$ cat config.mk
export PLATFORM = sky130hd
export DESIGN_NAME = ka60_seq_ctrl_flat
export DESIGN_NICKNAME = d
export VERILOG_FILES = /design/src/rtl/ka60_seq_ctrl_if.sv /design/src/rtl/ka60_seq_ctrl.sv /design/src/flat_wrapper.sv
export SDC_FILE = /design/constraint.sdc
export NUM_CORES = 1
export LEC_CHECK = 0
export BUFFER_PORTS_ARGS = -buffer_cell sky130_fd_sc_hd__buf_2
export CORE_MARGIN = 8
export CORE_UTILIZATION = 63
export CTS_BUF_LIST = sky130_fd_sc_hd__clkbuf_8
export DETAILED_ROUTE_END_ITERATION = 7
export GPL_TIMING_DRIVEN = 1
export PLACE_DENSITY_LB_ADDON = 0.25
export REMOVE_ABC_BUFFERS = 1
export SLEW_MARGIN = 15
export SYNTH_ARGS = -nofsm -noshare
export SYNTH_HDL_FRONTEND = slang
export SYNTH_SLANG_ARGS = --single-unit
$ cat constraint.sdc
create_clock -name clk -period 4.8 [get_ports clk]
set_input_delay 0.24 -clock clk [delete_from_list [all_inputs] [get_ports clk]]
set_output_delay 0.24 -clock clk [all_outputs]
set_load 0.05 [all_outputs]
$ cat src/rtl/ka60_seq_ctrl_if.sv
// Handshake bundle between the top-level multiplier FSM, the Karatsuba sequencer
// and the shared 30x30 carry-less multiplier pipeline.
`timescale 1ns/1ps
interface ka60_seq_ctrl_if;
    localparam int unsigned N  = 60;
    localparam int unsigned H  = N / 2;
    localparam int unsigned PW = 2 * H - 1;
    localparam int unsigned OW = 2 * N - 1;

    logic          start;
    logic [N-1:0]  a_in;
    logic [N-1:0]  b_in;
    logic          busy;
    logic          done;
    logic [OW-1:0] product;
    logic [H-1:0]  mul_a;
    logic [H-1:0]  mul_b;
    logic          mul_valid;
    logic [PW-1:0] mul_res;
    logic          mul_res_valid;

    modport master (
        output start, a_in, b_in, mul_res, mul_res_valid,
        input  busy, done, product, mul_a, mul_b, mul_valid
    );

    modport slave (
        input  start, a_in, b_in, mul_res, mul_res_valid,
        output busy, done, product, mul_a, mul_b, mul_valid
    );
endinterface

$ cat src/rtl/ka60_seq_ctrl.sv
// One Karatsuba level for a 60x60 GF(2) multiply: three half-width products are
// issued in sequence to a shared pipelined multiplier and recombined into 119 bits.
`timescale 1ns/1ps
module overlap_module_59bit (
    input  logic [58:0]  in1,
    input  logic [58:0]  in2,
    input  logic [58:0]  in3,
    output logic [118:0] out
);
    assign out = {60'd0, in1} ^ {30'd0, in2, 30'd0} ^ {in3, 60'd0};
endmodule

module ka60_seq_ctrl (
    input  logic             clk,
    input  logic             rst_n,
    ka60_seq_ctrl_if.slave   bus
);
    localparam int unsigned N  = 60;
    localparam int unsigned H  = N / 2;
    localparam int unsigned PW = 2 * H - 1;
    localparam int unsigned OW = 2 * N - 1;

    typedef enum logic [2:0] {IDLE, ISSUE, WAIT, COMBINE, DONE} state_t;

    state_t        state, state_nxt;
    logic [N-1:0]  a_q, a_nxt, b_q, b_nxt;
    logic [1:0]    iss_cnt, iss_cnt_nxt, res_cnt, res_cnt_nxt;
    logic [PW-1:0] p0, p0_nxt, p2, p2_nxt, pm, pm_nxt;
    logic [PW-1:0] mid_c;
    logic [OW-1:0] prod_c;
    logic          capture_c, last_res_c;
    logic          busy_nxt, done_nxt, mul_valid_nxt;
    logic [H-1:0]  mul_a_nxt, mul_b_nxt;

    assign mid_c = pm ^ p0 ^ p2;

    overlap_module_59bit u_overlap (
        .in1 (p0),
        .in2 (mid_c),
        .in3 (p2),
        .out (prod_c)
    );

    // Next state, result steering and the next-cycle values of the registered outputs.
    always_comb begin
        state_nxt     = state;
        a_nxt         = a_q;
        b_nxt         = b_q;
        iss_cnt_nxt   = iss_cnt;
        res_cnt_nxt   = res_cnt;
        p0_nxt        = p0;
        p2_nxt        = p2;
        pm_nxt        = pm;
        mul_a_nxt     = '0;
        mul_b_nxt     = '0;
        capture_c     = ((state == ISSUE) || (state == WAIT)) && bus.mul_res_valid
                        && (res_cnt != 2'd3);
        last_res_c    = capture_c && (res_cnt == 2'd2);

        unique case (state)
            IDLE: begin
                if (bus.start) begin
                    a_nxt       = bus.a_in;
                    b_nxt       = bus.b_in;
                    iss_cnt_nxt = '0;
                    res_cnt_nxt = '0;
                    state_nxt   = ISSUE;
                end
            end
            ISSUE: begin
                iss_cnt_nxt = iss_cnt + 2'd1;
                if (iss_cnt == 2'd2) state_nxt = last_res_c ? COMBINE : WAIT;
            end
            WAIT: begin
                if (last_res_c || (res_cnt == 2'd3)) state_nxt = COMBINE;
            end
            COMBINE: state_nxt = DONE;
            DONE:    state_nxt = IDLE;
            default: state_nxt = IDLE;
        endcase

        if (capture_c) begin
            unique case (res_cnt)
                2'd0:    p0_nxt = bus.mul_res;
                2'd1:    p2_nxt = bus.mul_res;
                default: pm_nxt = bus.mul_res;
            endcase
            res_cnt_nxt = res_cnt + 2'd1;
        end

        mul_valid_nxt = (state_nxt == ISSUE);
        busy_nxt      = (state_nxt != IDLE);
        done_nxt      = (state_nxt == DONE);

        // Issue order P0, P2, Pm; operands come from the values being latched this cycle.
        if (mul_valid_nxt) begin
            unique case (iss_cnt_nxt)
                2'd0: begin
                    mul_a_nxt = a_nxt[H-1:0];
                    mul_b_nxt = b_nxt[H-1:0];
                end
                2'd1: begin
                    mul_a_nxt = a_nxt[N-1:H];
                    mul_b_nxt = b_nxt[N-1:H];
                end
                2'd2: begin
                    mul_a_nxt = a_nxt[H-1:0] ^ a_nxt[N-1:H];
                    mul_b_nxt = b_nxt[H-1:0] ^ b_nxt[N-1:H];
                end
                default: begin
                    mul_a_nxt = '0;
                    mul_b_nxt = '0;
                end
            endcase
        end
    end

    always_ff @(posedge clk or negedge rst_n) begin
        if (!rst_n) begin
            state         <= IDLE;
            a_q           <= '0;
            b_q           <= '0;
            iss_cnt       <= '0;
            res_cnt       <= '0;
            p0            <= '0;
            p2            <= '0;
            pm            <= '0;
            bus.busy      <= 1'b0;
            bus.done      <= 1'b0;
            bus.mul_valid <= 1'b0;
            bus.mul_a     <= '0;
            bus.mul_b     <= '0;
            bus.product   <= '0;
        end else begin
            state         <= state_nxt;
            a_q           <= a_nxt;
            b_q           <= b_nxt;
            iss_cnt       <= iss_cnt_nxt;
            res_cnt       <= res_cnt_nxt;
            p0            <= p0_nxt;
            p2            <= p2_nxt;
            pm            <= pm_nxt;
            bus.busy      <= busy_nxt;
            bus.done      <= done_nxt;
            bus.mul_valid <= mul_valid_nxt;
            bus.mul_a     <= mul_a_nxt;
            bus.mul_b     <= mul_b_nxt;
            if (state == COMBINE) bus.product <= prod_c;
        end
    end
endmodule

$ cat src/flat_wrapper.sv
// flat-port wrapper written by rule: the top's interface ports become plain ports
module ka60_seq_ctrl_flat 
  (clk, rst_n, bus_start, bus_a_in, bus_b_in, bus_mul_res, bus_mul_res_valid, bus_busy, bus_done, bus_product, bus_mul_a, bus_mul_b, bus_mul_valid);
  ka60_seq_ctrl_if bus_i ();
  input  logic clk;
  input  logic rst_n;
  input wire logic [$bits(bus_i.start)-1:0] bus_start;
  input wire logic [$bits(bus_i.a_in)-1:0] bus_a_in;
  input wire logic [$bits(bus_i.b_in)-1:0] bus_b_in;
  input wire logic [$bits(bus_i.mul_res)-1:0] bus_mul_res;
  input wire logic [$bits(bus_i.mul_res_valid)-1:0] bus_mul_res_valid;
  output wire logic [$bits(bus_i.busy)-1:0] bus_busy;
  output wire logic [$bits(bus_i.done)-1:0] bus_done;
  output wire logic [$bits(bus_i.product)-1:0] bus_product;
  output wire logic [$bits(bus_i.mul_a)-1:0] bus_mul_a;
  output wire logic [$bits(bus_i.mul_b)-1:0] bus_mul_b;
  output wire logic [$bits(bus_i.mul_valid)-1:0] bus_mul_valid;
  assign bus_i.start = bus_start;
  assign bus_i.a_in = bus_a_in;
  assign bus_i.b_in = bus_b_in;
  assign bus_i.mul_res = bus_mul_res;
  assign bus_i.mul_res_valid = bus_mul_res_valid;
  assign bus_busy = bus_i.busy;
  assign bus_done = bus_i.done;
  assign bus_product = bus_i.product;
  assign bus_mul_a = bus_i.mul_a;
  assign bus_mul_b = bus_i.mul_b;
  assign bus_mul_valid = bus_i.mul_valid;
  ka60_seq_ctrl u_core (.clk(clk), .rst_n(rst_n), .bus(bus_i));
endmodule
==> run metrics, run 1 <==
vias in the first global route 17607; mux cell area share after synthesis 15.90%; yosys warns 0; Slew Limit Fails 0; synthesized area 20830 um^2; largest family of logic cells by synthesized area multiplexers; CTS Buf Count 77; antenna violations before repair 5; Peak supply drop 766.7 uV; period utilisation layout 65.06%; Critical Path RT 5.31 ns; CTS Buffer Depth 3; min-delay src bus_mul_res_valid; leading area contributor after synthesis dfrtp_1; area grow syn2layout 26.61%; Yosys reg bits 486; Worst Max-Slew Pin Slew 1.046 ns; CTS tree done; Area contributors post-synth dfrtp_1 (58%), mux2_2 (12%), xnor2_1 (6.2%); final setup vio count 0; Iteration-0 DRC Markers 1485; Synth Area in Compound Gates 6.993%; GRT overflow 0; met2 Track Usage GR 51.06%; post-route ant nets 0; reg2reg path depth 6; total chip power 22.61 mW; fin nets 2524; Main synth FF type dfrtp_1; Die Area 39130 um^2; first-pass GRT wire length 94720 um; post_cts resized 0; CP Max Fanout 34; Hold Crit Class input pin to flop; library cells used by synthesis 38; crit path launch type flop; Crit Path Category flop to flop; met1 usage 36.72%; GRT busiest layer met2; Post-Synth Simple-Gate Area 8.807%; root buf cell clkbuf_8; Die Wd 197.8 um; async set-reset flop share out of synthesis 100.0%; PortBufs 364; total length of routed wires 60150 um; post-synthesis xor/xnor area fraction 6.224%; EDFF count, synth 0; GRT Total Usage 30.38%; Leak 12.49 nW; clock sink count 486; hold buffer count at cts 181; outcome completed; share of post-route cells with drive strength above 1 31.44%; cell area power density 857.3 nW/um^2; max capacitance violation total 0; Fillers 1765; Vias/cell 5.812; area share of fa/ha/maj cells after synthesis 0.3004%; Slew HR 30.29%; Final Worst Setup Slack 1.677 ns; DPL Wire Length 33810 um; Post-Synthesis Cells 1797; Core Area 32540 um^2; RSZ-0062 raised after global routing false; routability congestion estimate 0.8211; hold path depth 4; FF-to-FF End u_core.bus.mul_a[1]$_DFF_PN0_; TritonRoute pass-1 iters 7; post-synthesis sequential area ratio 58.39%; synth cell count leaders dfrtp_1 (486), nand2_1 (246), mux2_2 (230); met3 Use GR 8.200%; number of I/O pins 365; die height 197.8 um; Max Clock Skew 0.01498 ns; DR vias 16512; Hold Fails Final Rpt 0; DRC violations left 0; H-tree levels 3; # rows 66; WP data arrival 3.63 ns; Worst Hold Path EP u_core.state[0]$_DFF_PN0_; CTS clk-pin slew, worst paths 0.06 ns; Synth Area per Inst 11.59 um^2; largest net degree at the start of global routing 146; clock latency on the worst-skew pair 0.61 ns; Setup WS pre-CTS 1.929 ns; minimum clock period 3.123 ns; cell with the most instances after synthesis dfrtp_1; R2R setup slack 1.68 ns; Peak Freq 320.2 MHz; reg2reg start u_core.state[0]$_DFF_PN0_; wire per inst 21.17 um; setup bufs post-CTS 0; Initial Util 64.01%; Yosys top cell area share 58.39%; CP endpoint kind flop
==> worst max-delay path: stages (launching register included) <==
cell,delay (ns)
dfrtp_1,0.50
nor2_1,0.13
o31ai_1,0.63
o211a_2,0.97
buf_4,0.39
a22oi_1,0.14
a21oi_1,0.27
==> registers in the layout, indices dropped and copies added, names as in the netlist <==
signal                count
u_core.bus.product      119
u_core.iss_cnt            2
u_core.res_cnt            2
u_core.p0                59
u_core.a_q               60
u_core.b_q               60
u_core.bus.done           1
u_core.bus.mul_valid      1
u_core.bus.mul_b         30
u_core.bus.busy           1
u_core.state              3
u_core.p2                59
u_core.pm                59
u_core.bus.mul_a         30
==> routing by layer <==
| layer | vias up | part of all wire (%) |
|---|---|---|
| li1 | 7181 | - |
| met3 | 182 | 9.7 |
| met5 | - | 0.035 |
| met1 | 8137 | 37 |
| met4 | 4 | 3.7 |
| met2 | 1008 | 49 |
==> kinds of logic (layout without fill, tap and decap cells) <==
| family | Yosys count | after routing |
|---|---|---|
| multiplexers | 297 | 297 |
| AND/OR/NAND/NOR | 438 | 438 |
| adder cells (fa/ha/maj) | 5 | 5 |
| other | 0 | 4 |
| buffers and inverters | 170 | 768 |
| XOR/XNOR | 148 | 148 |
| flip-flops | 486 | 486 |
| AO/OA/AOI/OAI | 253 | 253 |
==> where the power goes <==
part / switching [mW] / leakage, nW / internal [mW]
sequential: 1.25 / 5.92 / 6.13
combinational: 7.38 / 5.68 / 4.30
clock: 1.64 / 0.893 / 1.91
==> placed cells by master (no fill, tap or decap), drive strengths merged <==
cell type / n
nor3: 115
a22oi: 57
mux2: 240
clkinvlp: 4
nor4b: 2
o21ai: 122
nor2: 63
or3b: 1
clkbuf: 99
xnor2: 147
dlygate4sd3: 181
bufinv: 1
o2111a: 1
nand2: 246
dfrtp: 486
ha: 5
a21oi: 62
nand3b: 1
o211a: 1
xor2: 1
a32o: 1
inv: 89
or2: 2
a211o: 1
o31ai: 2
clkinv: 10
a31oi: 1
or3: 4
nand3: 1
a211oi: 1
a32oi: 1
o31a: 2
or4b: 1
a21o: 1
nand2b: 2
diode: 4
buf: 384
mux2i: 57
==> final cells by class <==
cell class | count | area (um^2) | share of cell area [%]
inverters | 65 | 244.0 | 0.9253
well taps | 442 | 553.0 | 2.097
clock inverters | 39 | 205.2 | 0.7782
flip-flops and latches | 486 | 12160 | 46.12
multi-input cells | 1141 | 8001 | 30.34
clock buffers | 99 | 1363 | 5.167
repair buffers | 565 | 3831 | 14.53
diodes | 4 | 10.01 | 0.03796
==> per-stage QoR <==
stage / hold WS, ns / cell area, um^2 / utilization, % / std cells / TNS, ns
after floorplan: -0.05559 / 20370 / - / 1692 / -2350.92
after global placement: 0.2782 / 22980 / 70.63 / 2518 / 0
after detailed placement: 0.2871 / 22980 / 70.63 / 2518 / 0
after CTS: 0.04463 / 26360 / 81.01 / 2837 / 0
after global routing: 0.07535 / 26370 / 81.04 / 2840 / 0
final: 0.07449 / 26370 / 81.05 / 2841 / 0
==> worst max path at each step <==
stage,from,endpoint,slack (ns),cells after the start
finish,u_core.state[0]$_DFF_PN0_,u_core.bus.mul_a[1]$_DFF_PN0_,1.68,6
global route,u_core.state[0]$_DFF_PN0_,u_core.bus.mul_a[1]$_DFF_PN0_,1.57,6
CTS,u_core.state[0]$_DFF_PN0_,u_core.bus.mul_b[12]$_DFF_PN0_,1.91,6
detailed placement,u_core.state[0]$_DFF_PN0_,u_core.bus.mul_b[12]$_DFF_PN0_,1.93,6
global placement,u_core.state[0]$_DFF_PN0_,u_core.bus.mul_a[26]$_DFF_PN0_,2.07,6
floorplan,u_core.state[0]$_DFF_PN0_,u_core.bus.mul_b[29]$_DFF_PN0_,-13.50,5
Power figures use the tool's default switching activity.
==> run 2, diff against run 1 <==
--- a/config.mk
+++ b/config.mk
@@ -7,7 +7,7 @@
 export LEC_CHECK = 0
 export BUFFER_PORTS_ARGS = -buffer_cell sky130_fd_sc_hd__buf_2
 export CORE_MARGIN = 8
-export CORE_UTILIZATION = 63
+export CORE_UTILIZATION = 58
 export CTS_BUF_LIST = sky130_fd_sc_hd__clkbuf_8
 export DETAILED_ROUTE_END_ITERATION = 7
 export GPL_TIMING_DRIVEN = 1
==> constraint.sdc (replaced) <==
create_clock -name clk -period 2.9 [get_ports clk]
set_input_delay 0.145 -clock clk [delete_from_list [all_inputs] [get_ports clk]]
set_output_delay 0.145 -clock clk [all_outputs]
set_load 0.05 [all_outputs]
==> run 2 against run 1 <==
Clock power increased by 58%. Critical path depth shrank 1. Register-to-register slack lost 1.3 ns. Cell count up 1.1%. Power is 64% higher. Hold slack better by 0.051 ns. Clock skew is 0.0093 ns higher. Sequential cell count did not move. Global-route usage fell by 3.7 points. Critical path type unchanged.
==> run metrics, run 2 (synthesis gave the netlist of run 1 again) <==
final setup vio count 0; CP startpoint u_core.state[1]$_DFF_PN0_; Largest Register u_core.bus.product; Top Registers u_core.bus.product: 119 flops, u_core.a_q: 60 flops, u_core.b_q: 60 flops; max capacitance violation total 0; Critical Path RT 3.40 ns; Max Clock Skew 0.02430 ns; TritonRoute pass-1 iters 5; CP Max Fanout 59; clock latency on the worst-skew pair 0.63 ns; Net Switching 16.47 mW; Slew Limit Fails 0; FF-to-FF End u_core.pm[48]$_DFFE_PN0P_; placed inst area 23380 um^2; Core Area 35480 um^2; crit path launch type flop; Hold Crit Class input pin to asynchronous set/reset pin; Setup WS pre-CTS 0.4613 ns; post-placement cell count 2554; Final Worst Setup Slack 0.3887 ns; Clk pwr share 15.2%; Post-Layout Cell Count 2871; CTS tree done; Crit Path Category flop to flop; outcome completed; CP endpoint kind flop; post-route ant nets 0; fin nets 2543; Worst Max-Slew Pin Slew 0.8696 ns; die height 205.5 um; number of I/O pins 365; sequential power share 32.6%; met3 Use GR 7.446%; period utilisation layout 86.60%; root buf cell clkbuf_8; total length of routed wires 57030 um; Pint 20.52 mW; clock sink count 486; Sw Share 44.53%; commonest non-fill, non-tap cell in the layout dfrtp_1; Largest register FFs 119; wire per inst 19.87 um; worst hold slack 0.1259 ns; area grow syn2layout 28.17%; RSZ-0062 raised after global routing false; DR vias 15857; H-tree levels 3; Fillers 2223; Die Wd 205.5 um; vias in the first global route 17041; CTS Buffer Depth 3; PortBufs 364; total area of sequential cells 12160 um^2; reg2reg path depth 5; Logic pwr share 52.2%; fin area 26700 um^2; Core Util, Final 75.24%; largest net degree at the start of global routing 83; Peak supply drop 1133 uV; met2 Track Usage GR 44.80%; Hold Fails Final Rpt 0; most frequent cells in the layout dfrtp_1 (486), buf_2 (363), nand2_1 (244), mux2_2 (230), dlygate4sd3_1 (182); GRT overflow 0; Peak Freq 398.2 MHz; Vias/cell 5.523; total chip power 36.98 mW; Leak 12.64 nW; DPL Wire Length 35180 um; Iteration-0 DRC Markers 1048; GRT busiest layer met2; WP data arrival 3.01 ns; # rows 69; first-pass GRT wire length 89910 um; DRC violations left 0; antenna violations before repair 5; met1 usage 32.74%; routability congestion estimate 0.8082; CTS Buf Count 78; Slew HR 42.02%; post_cts resized 0; reg2reg start u_core.state[1]$_DFF_PN0_; multi-input logic area 8001 um^2; Die Area 42230 um^2; minimum clock period 2.511 ns; CTS clk-pin slew, worst paths 0.06 ns; GRT Total Usage 26.65%; CP Capture Point u_core.pm[48]$_DFFE_PN0P_; share of post-route cells with drive strength above 1 31.46%; Initial Util 58.70%; R2R setup slack 0.39 ns; cell area power density 1385 nW/um^2; Setup TNS 0 ns
run 2: timing repair:
action                    CTS  global route
hold buffers              182             0
hold endpoints to repair  429             0
setup buffers               0             0
run 2: worst max-delay path, cell delays in order, from the launching register on:
cell     delay, ns
dfrtp_1       0.48
xnor2_1       0.20
or4b_1        0.53
or3_2         0.47
buf_12        0.20
mux2_4        0.37
run 2: how the worst min path moves through the flow:
stage	start	to	slack [ns]	depth (start not counted)
after floorplan	rst_n	u_core.a_q[0]$_DFF_PN0_	-0.15	0
after global placement	rst_n	u_core.b_q[33]$_DFF_PN0_	0.21	1
after detailed placement	rst_n	u_core.b_q[3]$_DFF_PN0_	0.21	1
after CTS	rst_n	u_core.b_q[3]$_DFF_PN0_	0.12	2
after global routing	rst_n	u_core.a_q[2]$_DFF_PN0_	0.17	2
final	rst_n	u_core.a_q[2]$_DFF_PN0_	0.13	2
run 2: final cells by class:
type	count	area share (%)
Multi-Input combinational cell	1141	29.97
Sequential cell	486	45.56
Inverter	65	0.9139
Clock inverter	36	0.6562
Timing Repair Buffer	583	15.80
Antenna cell	4	0.03750
Clock buffer	95	4.898
Tap cell	461	2.161
run 2: power by group through the flow:
stage               registers (mW)  logic (mW)  clock network (mW)
global placement              11.9        18.3                   0
finish                        12.1        19.3                5.62
global route                  12.4        20.8                6.03
CTS                           12.0        19.2                5.73
detailed placement            12.1        18.9                   0
floorplan                     15.2        10.2                   0
run 2: metal layers:
layer  vias up  wire length, um
li1       7215                -
met1      7857            22220
met2       670            28110
met3       113             5214
met4         2             1472
met5         -               13
==> run 3, diff against run 2 <==
--- a/config.mk
+++ b/config.mk
@@ -12,7 +12,6 @@
 export DETAILED_ROUTE_END_ITERATION = 7
 export GPL_TIMING_DRIVEN = 1
 export PLACE_DENSITY_LB_ADDON = 0.25
-export REMOVE_ABC_BUFFERS = 1
 export SLEW_MARGIN = 15
 export SYNTH_ARGS = -nofsm -noshare
 export SYNTH_HDL_FRONTEND = slang
==> run 3 against run 2 <==
Count of clock-buffer cells in the layout is 12 higher. Combinational power hardly changed. Sequential share of layout area is 0.12 points lower. Critical endpoint is now u_core.bus.mul_b[23]$_DFF_PN0_. Clock power is 7.1% higher. Clock skew is 0.014 ns higher. Final area is 0.27% higher. Utilization is 0.20 points higher. Largest cell class unchanged. Fmax is 4.5% lower. Sequential cell count stayed put.
==> run metrics, run 3 (synthesis gave the netlist of run 1 again) <==
total chip power 37.30 mW; wire per inst 19.55 um; placed inst area 23290 um^2; GRT overflow 0; root buf cell clkbuf_8; H-tree levels 3; Crit-path slowest cell dfrtp_1; Initial Util 58.70%; area grow syn2layout 28.52%; DR vias 15989; Iteration-0 DRC Markers 999; clock sink count 486; Largest register FFs 119; Vias/cell 5.534; Largest Register u_core.bus.product; Peak Freq 380.2 MHz; GRT Total Usage 26.87%; CTS clk-pin slew, worst paths 0.07 ns; crit-path leading delay family simple AND/OR/NAND/NOR gates; first-pass GRT wire length 90740 um; commonest non-fill, non-tap cell in the layout dfrtp_1; # rows 69; crit path launch type flop; period utilisation layout 90.69%; CTS Buf Count 80; worst path cell trace nor4b_2 -> buf_4 -> buf_12 -> mux2i_1 -> inv_1 -> nor3_1 -> o21ai_0 -> a21oi_1; reg2reg path depth 8; Core Area 35480 um^2; total length of routed wires 56480 um; RSZ-0062 raised after global routing false; largest net degree at the start of global routing 180; die height 205.5 um; share of post-route cells with drive strength above 1 32.11%; Slew HR 32.05%; minimum clock period 2.630 ns; clock latency on the worst-skew pair 0.64 ns; CP endpoint kind flop; Max Clock Skew 0.03860 ns; Top Registers u_core.bus.product: 119 flops, u_core.a_q: 60 flops, u_core.b_q: 60 flops; DRC violations left 0; WP data arrival 3.19 ns; PortBufs 364; number of I/O pins 365; Worst Max-Slew Pin Slew 1.019 ns; reg2reg start u_core.state[0]$_DFF_PN0_; Hold Fails Final Rpt 0; most frequent cells in the layout dfrtp_1 (486), buf_2 (363), nand2_1 (244), mux2_2 (230), dlygate4sd3_1 (182); Buf+Inv Stages, Crit Path 3; antenna violations before repair 8; post_cts resized 0; syn_nets 1985; Die Wd 205.5 um; Critical Path RT 3.46 ns; Die Area 42230 um^2; CP peak stage delay 0.47 ns; max capacitance violation total 0; Setup TNS 0 ns; fin nets 2548; Leak 12.70 nW; hold buffer count at cts 182; outcome completed; final setup vio count 0; post-route ant nets 0; CTS Buffer Depth 3; Slew Limit Fails 0; routability congestion estimate 0.8195; cell area power density 1394 nW/um^2; Hold Crit Class input pin to asynchronous set/reset pin; vias in the first global route 17180; FF-to-FF End u_core.bus.mul_b[23]$_DFF_PN0_; CP Max Fanout 18; R2R setup slack 0.27 ns; TritonRoute pass-1 iters 5; CTS tree done; Crit Path Category flop to flop; Core Util, Final 75.44%; Peak supply drop 1006 uV; DPL Wire Length 35310 um; fin area 26770 um^2; setup bufs post-CTS 0
## run 3: where the power goes
part / total (mW) / switching [mW] / internal (mW)
logic: 19.2 / 11.9 / 7.32
clock network: 6.02 / 2.73 / 3.29
registers: 12.0 / 1.88 / 10.2
total: 37.3 / 16.5 / 20.8
## run 3: worst reg2reg max path, delay by kind of cell, from the launching register on
kind	cells	cell delay [ns]
simple gates	2	0.71
buf+inv	3	0.70
flops	1	0.47
mux	1	0.36
compound gates	2	0.35
## run 3: final cells by class
cell class                      count  area [um^2]
Inverter                           65        244.0
Clock inverter                     35        160.2
Sequential cell                   486        12160
Timing Repair Buffer              586         4116
Fill cell                        2296         8716
Clock buffer                      107         1473
Multi-Input combinational cell   1141         8015
Antenna cell                        8        20.02
Tap cell                          461        576.8
## run 3: metrics by stage
| stage | setup slack (ns) | hold WS (ns) | instances |
|---|---|---|---|
| global placement | 0.4559 | 0.2373 | 2557 |
| floorplan | 0.6459 | -0.1506 | 1797 |
| finish | 0.2701 | 0.1604 | 2889 |
| detailed placement | 0.3711 | 0.2417 | 2557 |
| global route | 0.08838 | 0.1985 | 2889 |
| CTS | 0.3389 | 0.1484 | 2881 |
## run 3: worst max path at each step
stage | from | endpoint | slack [ns] | cells after the start
detailed placement | u_core.state[1]$_DFF_PN0_ | u_core.pm[53]$_DFFE_PN0P_ | 0.37 | 4
global placement | u_core.res_cnt[0]$_DFFE_PN0P_ | u_core.pm[55]$_DFFE_PN0P_ | 0.46 | 4
floorplan | u_core.res_cnt[0]$_DFFE_PN0P_ | u_core.pm[48]$_DFFE_PN0P_ | 0.65 | 7
CTS | u_core.state[0]$_DFF_PN0_ | u_core.bus.mul_a[0]$_DFF_PN0_ | 0.34 | 7
finish | u_core.state[0]$_DFF_PN0_ | u_core.bus.mul_b[23]$_DFF_PN0_ | 0.27 | 8
global route | u_core.state[0]$_DFF_PN0_ | u_core.bus.mul_b[23]$_DFF_PN0_ | 0.09 | 8
## run 3: metal layers
metal / vias to the layer above / track usage [%] / routed length (um)
met2: 646 / 43.09 / 27200
met5: - / 0 / 0
met1: 7922 / 33.73 / 22900
met3: 171 / 6.848 / 3990
li1: 7250 / - / -
met4: 0 / 13.17 / 2388
